`config.mk`:
```
export PLATFORM = sky130hd
export DESIGN_NAME = reg_file_sb
export DESIGN_NICKNAME = d
export VERILOG_FILES = /design/src/rtl/reg_file_sb.sv
export SDC_FILE = /design/constraint.sdc
export NUM_CORES = 1
export LEC_CHECK = 0
export CORE_MARGIN = 5
export CORE_UTILIZATION = 43
export DETAILED_ROUTE_END_ITERATION = 7
export MAX_ROUTING_LAYER = met4
export PLACE_DENSITY = 0.77
export SETUP_SLACK_MARGIN = 0.1
export SLEW_MARGIN = 20
export SYNTH_ARGS = -nofsm -noshare
export SYNTH_HDL_FRONTEND = slang
export SYNTH_SLANG_ARGS = --single-unit
```
`constraint.sdc`:
```
create_clock -name clk -period 2.31 [get_ports clk]
set_input_delay 0.5775 -clock clk [delete_from_list [all_inputs] [get_ports clk]]
set_output_delay 0.5775 -clock clk [all_outputs]
set_load 0.01 [all_outputs]
```
`src/rtl/reg_file_sb.sv`:
```
// Parametrised register file with a destination-busy scoreboard: two combinational read ports,
// one clocked write port, register-0 and flat debug views. Optional write-through bypass: RF_BYPASS_EN.
module reg_file_sb #(
    parameter int  DW = 8,
    parameter int  PW = 3,
    localparam int N  = 2 ** PW
) (
    input  logic            clk,
    input  logic            reset,
    input  logic            wr_en,
    input  logic [PW-1:0]   wr_addr,
    input  logic [DW-1:0]   dat_in,
    input  logic [PW-1:0]   rd_addrA,
    input  logic [PW-1:0]   rd_addrB,
    input  logic            claim_en,
    input  logic [PW-1:0]   claim_addr,
    output logic [DW-1:0]   datA_out,
    output logic [DW-1:0]   datB_out,
    output logic [DW-1:0]   dat0_out,
    output logic            busyA,
    output logic            busyB,
    output logic [N-1:0]    busy_vec,
    output logic            claim_err,
    output logic [DW*N-1:0] regs_flat
);

    logic [DW-1:0] core [N];
    logic [N-1:0]  busy;
    logic [N-1:0]  busy_next;
    logic          wr_hits_claim;

    assign wr_hits_claim = wr_en && (wr_addr == claim_addr);

    // Claim is applied after the write clear so a same-address claim re-targets the register.
    always_comb begin
        busy_next = busy;
        if (wr_en)
            busy_next[wr_addr] = 1'b0;
        if (claim_en)
            busy_next[claim_addr] = 1'b1;
    end

    // NOTE: every core register is reset here because the debug view and read ports must show
    // zeros immediately on reset; a plain RAM without reset would not give that guarantee.
    always_ff @(posedge clk or posedge reset) begin
        if (reset) begin
            for (int i = 0; i < N; i++)
                core[i] <= '0;
            busy      <= '0;
            claim_err <= 1'b0;
        end else begin
            // NOTE: non-blocking assignments keep every flop reading pre-edge values.
            if (wr_en)
                core[wr_addr] <= dat_in;
            busy      <= busy_next;
            claim_err <= claim_en && busy[claim_addr] && !wr_hits_claim;
        end
    end

    assign busy_vec = busy;

    always_comb begin
        for (int i = 0; i < N; i++)
            regs_flat[DW*i +: DW] = core[i];
    end

`ifdef RF_BYPASS_EN
    logic hit_a;
    logic hit_b;

    assign hit_a = wr_en && (wr_addr == rd_addrA);
    assign hit_b = wr_en && (wr_addr == rd_addrB);

    // NOTE: each output is fully assigned on every path, so no latch can be inferred.
    always_comb begin
        datA_out = hit_a ? dat_in : core[rd_addrA];
        datB_out = hit_b ? dat_in : core[rd_addrB];
        dat0_out = (wr_en && (wr_addr == '0)) ? dat_in : core[0];
        busyA    = busy[rd_addrA];
        busyB    = busy[rd_addrB];
        // A pending write frees the register now, unless a claim re-targets it this cycle.
        if (hit_a && !(claim_en && (claim_addr == rd_addrA)))
            busyA = 1'b0;
        if (hit_b && !(claim_en && (claim_addr == rd_addrB)))
            busyB = 1'b0;
    end
`else
    assign datA_out = core[rd_addrA];
    assign datB_out = core[rd_addrB];
    assign dat0_out = core[0];
    assign busyA    = busy[rd_addrA];
    assign busyB    = busy[rd_addrB];
`endif

endmodule

```
; After elaboration in Yosys (flattened, before gate mapping)
; Cells that the tools add are included.
[op_classes]
n_eq_ne = 1
bitwise = 6
n_reduce_logical = 7
magnitude_cmp = 10
muxes = 21
[ops]
columns = cell, count
row1 = bitwise mux 64 bit, 1
row2 = two-way mux 8 bit, 7
row3 = binary-select mux 8 bit (select 3 bit), 2
row4 = demux 8 bit (select 3 bit), 1
row5 = < comparator 3 x 4 -> 1 bit (second input constant), 4
row6 = >= comparator 4 bit (second input constant), 3
row7 = NOT 3 -> 4 bit, 3
row8 = binary-select mux 1 bit (select 3 bit), 3
row9 = bitwise AND 8 bit, 1
row10 = NOT 8 bit, 1
row11 = OR 8 bit, 1
row12 = demux 1 bit (select 3 bit), 2
row13 = >= comparator 3 x 1 -> 1 bit (second input constant), 2
row14 = logical AND 1 bit, 6
row15 = two-way mux 1 bit, 5
row16 = < comparator 4 x 1 -> 1 bit (second input constant), 1
row17 = equality test 3 bit, 1
row18 = logical NOT 1 bit, 1
[word_totals]
output_inout_bits = 99
elab_cells = 55
input_bits = 24
ff_bits = 73

; Longest topological paths before layout
[logic_depth]
word_depth = 9
mapped_depth = 4
depth_no_buf = 3

; Least setup slack after synthesis
; Ideal clock, no wire load.
[synth_timing]
kind = input port to output port
from = input rd_addrA[0]
to = output busyA
arrival_time_ns = 1.653
path_stages = 4
slack_ns = 0.079
t_required_ns = 1.732
path_buffers = 2
path_cell_list = buf_6 -> buf_12 -> mux4_1 -> mux2_2
[synth_between]
elab_chain_cells = 2
[synth_rtl]
columns = element, line
row1 = from (decl), 13  ; input logic [PW-1:0] rd_addrA,
row2 = binary-select mux 1 bit (select 3 bit), 91  ; assign busyA = busy[rd_addrA];
row3 = two-way mux 1 bit (not written as such), 91
row4 = to (decl), 20  ; output logic busyA,
; No other way between the ends. The select of a mux whose other input is x is not followed.

; Worst setup path after layout
[layout_timing]
from = input rd_addrA[0]
to = output datA_out[2]
[layout_between]
elab_chain_cells = 4
[layout_rtl]
columns = element, line
row1 = NOT 3 -> 4 bit (not written as such), 88  ; assign datA_out = core[rd_addrA];
row2 = binary-select mux 8 bit (select 3 bit), 88
row3 = two-way mux 8 bit (not written as such) (2 in a row), 88
row4 = to (decl), 17  ; output logic [DW-1:0] datA_out,
; No other way between the ends. The select of a mux whose other input is x is not followed.

==> impl_metrics.env <==
export IMPL_setup_violations=13
export IMPL_cts_tree="done"
export IMPL_fmax_ghz=0.417
export IMPL_first_pass_iters=4
export IMPL_synth_edff_count=0
export IMPL_area_growth_synth_to_final_pct=49.2
export IMPL_instances_no_fill=559
export IMPL_grt_max_degree=74
export IMPL_postLayoutSetupSlackWorst_ps=-88.0
export IMPL_nets=445
export IMPL_gp_congestion=0.816
export IMPL_synth_area_leaders="dfrtp_1 44%, mux2_2 23%, mux4_1 23%, buf_4 1.4%, buf_12 0.95%"
export IMPL_highest_layer="met4"
export IMPL_dp_cells=528
export IMPL_ys_ff_latch=73
export IMPL_power_leakage_uw=0.00262
export IMPL_ys_seq_area_frac=0.436
export IMPL_synth_most_common_cell="mux2_2"
export IMPL_start_kind="input pin"
export IMPL_grt_pass1_wl_microns=19800
export IMPL_wl_met2_microns=6610
export IMPL_avgSynthCellArea_sq_um=16.3
export IMPL_drtIter0Drc=156
export IMPL_cpLargestDelayFamily="multiplexers"
export IMPL_syn_instance_count=258
export IMPL_cp_arrival_ps=1820
export IMPL_hold_class="flop to flop"
export IMPL_rows=36
export IMPL_maxCapViolCount=0
export IMPL_synthFlopType="dfrtp_1"
export IMPL_crit_slowest_cell="mux4_2"
export IMPL_port_buffers=122
export IMPL_antenna_cells=0
export IMPL_met3_length_microns=738
export IMPL_dieArea_sq_um=11800
export IMPL_critPathCaptureType="primary output"
export IMPL_yosysTopAreaCell="dfrtp_1"
export IMPL_finalCriticalPeriod_ps=2400
export IMPL_die_w_microns=109
export IMPL_path_class="input pin to primary output"
export IMPL_fin_skew_ps=1.95
export IMPL_via_per_inst=5.57
export IMPL_ys_types=26
export IMPL_hpwl_microns=8330
export IMPL_critPathBufInv=4
export IMPL_cts_sinks=73
export IMPL_synth_top_area_frac=0.436
export IMPL_drive_above_1_share=0.509
export IMPL_post_route_drc_count=0
export IMPL_syn_nets=282
export IMPL_grt_pass1_vias=3352
export IMPL_initial_core_util=0.435
export IMPL_insertion_delay_ps=350
export IMPL_slew_headroom=0.666
export IMPL_ant_nets=0
export IMPL_avgRoutedWirePerCell_microns=23.0
export IMPL_worst_pin_slew_ps=489
export IMPL_synthTopCellsByCount="85 x mux2_2, 73 x dfrtp_1, 36 x mux4_1, 8 x buf_4, 7 x nand2_1"
export IMPL_cts_buffers=9
export IMPL_ios=123
export IMPL_place_ws_ps=-975
export IMPL_overflow=0
export IMPL_cts_max_path_buffers=2
export IMPL_num_vias=3111
export IMPL_critPathRequiredTime_ps=1730
export IMPL_finalHoldViolations=0
export IMPL_report_final_slew_viol_count=0
export IMPL_async_flop_share=1.00
export IMPL_wl_microns=12800
export IMPL_rsz0062_at_grt="yes"
export IMPL_grt_use_total=0.234
export IMPL_cp_max_fo=5
export IMPL_core_region_area_sq_um=9640
export IMPL_antenna_found_initial=0
export IMPL_path_cells="buf_12 > buf_12 > buf_6 > mux4_2 > mux2_4 > buf_6"
export IMPL_met1Wirelength_microns=5180
export IMPL_clkTransAtPathRegs_ps=80
export IMPL_htreeDepth=3
export IMPL_status="complete, but fails checks"
export IMPL_p_per_area_nw_per_um2=825
export IMPL_cts_root_buf="clkbuf_8"
export IMPL_max_vdd_ir_drop_uv=436
export IMPL_yosys_warnings=0
export IMPL_finalPower_uw=5160
export IMPL_place_area_sq_um=5850
export IMPL_violations="negative setup slack"
export IMPL_synth_cell_area_sq_um=4190
export IMPL_slowest_delay_ps=480
export IMPL_fin_crit_sh=1.04
export IMPL_design_area_sq_um=6250
export IMPL_chipHeight_microns=109
## flip-flops by register name, summed over array words and instances (netlist names)
name	cells
busy_vec	8
claim_err	1
dat0_out	8
regs_flat	56
## power breakdown
group | switching, uW | total [uW] | leakage, uW | internal [uW]
registers | 313 | 1870 | 0.000873 | 1550
logic | 736 | 2160 | 0.00164 | 1420
clock network | 516 | 1130 | 0.000106 | 617
total | 1570 | 5160 | 0.00262 | 3590
## final cells by class
class                           instances  area, sq um
Fill cell                             803         3380
Inverter                                5         22.5
Clock inverter                          7          101
Clock buffer                            9          124
Tap cell                              133          166
Timing Repair Buffer                  175         1900
Sequential cell                        73         1830
Multi-Input combinational cell        157         2110
## path summary, 6_finish.rpt
kind                                from            end  slack, ps  cells past startpoint
max in group asynchronous          reset    busy_vec[4]       1340                      3
min                        regs_flat[54]  regs_flat[54]        560                      1
min reg2reg                regs_flat[54]  regs_flat[54]        560                      1
max                          rd_addrA[0]    datA_out[2]        -90                      6
max reg2reg                  busy_vec[0]      claim_err        920                      4
min in group asynchronous          reset    dat0_out[1]        670                      3
## placed cells by master (no fill, tap or decap), drive strengths merged
cell,instances
nand4,1
nand2,7
xnor2,3
buf,75
clkinv,1
a2111oi,1
o22ai,3
mux2,85
nand4b,3
clkinvlp,3
dfrtp,73
clkdlybuf4s50,100
o21ai,5
bufinv,2
clkbuf,9
o32ai,2
nor3,2
nor2b,1
and4,1
nand2b,4
nor4,1
mux4,36
inv,6
nor3b,2
## metrics by stage
stage               TNS [ps]  hold slack, ps  utilization
finish                  -362             562        0.649
global route            -808             593        0.649
CTS                     -485             559        0.649
detailed placement    -16310             538        0.607
global placement      -15640             531        0.607
floorplan                  0             551            -
## per-layer routing
layer,vias up,global-route usage
li1,1331,-
met4,0,0.0839
met2,133,0.382
met1,1620,0.295
met5,-,-
met3,27,0.0409
## worst reg2reg max path, stage by stage, from the launching register on
cell,delay (ps)
dfrtp_1,400
buf_4,150
nor2b_1,110
a2111oi_0,490
nor4_1,110
## kinds of logic (layout without fill, tap and decap cells)
kind of cell / count (synthesis) / in the layout / share of synthesized area
XOR/XNOR: 3 / 3 / 0.00627
buffers and inverters: 28 / 196 / 0.0454
AO/OA/AOI/OAI: 11 / 11 / 0.0167
AND/OR/NAND/NOR: 22 / 22 / 0.0421
flip-flops: 73 / 73 / 0.436
multiplexers: 121 / 121 / 0.454
## repair_timing
| item | in CTS | in global routing |
|---|---|---|
| resized for setup | 163 | 3 |
| endpoints found under the setup margin | 18 | 18 |
| cloned | 7 | 0 |
| setup buffers | 8 | 0 |
| hold buffers | 0 | 0 |
No activity file was read; power rests on OpenSTA's default activity.
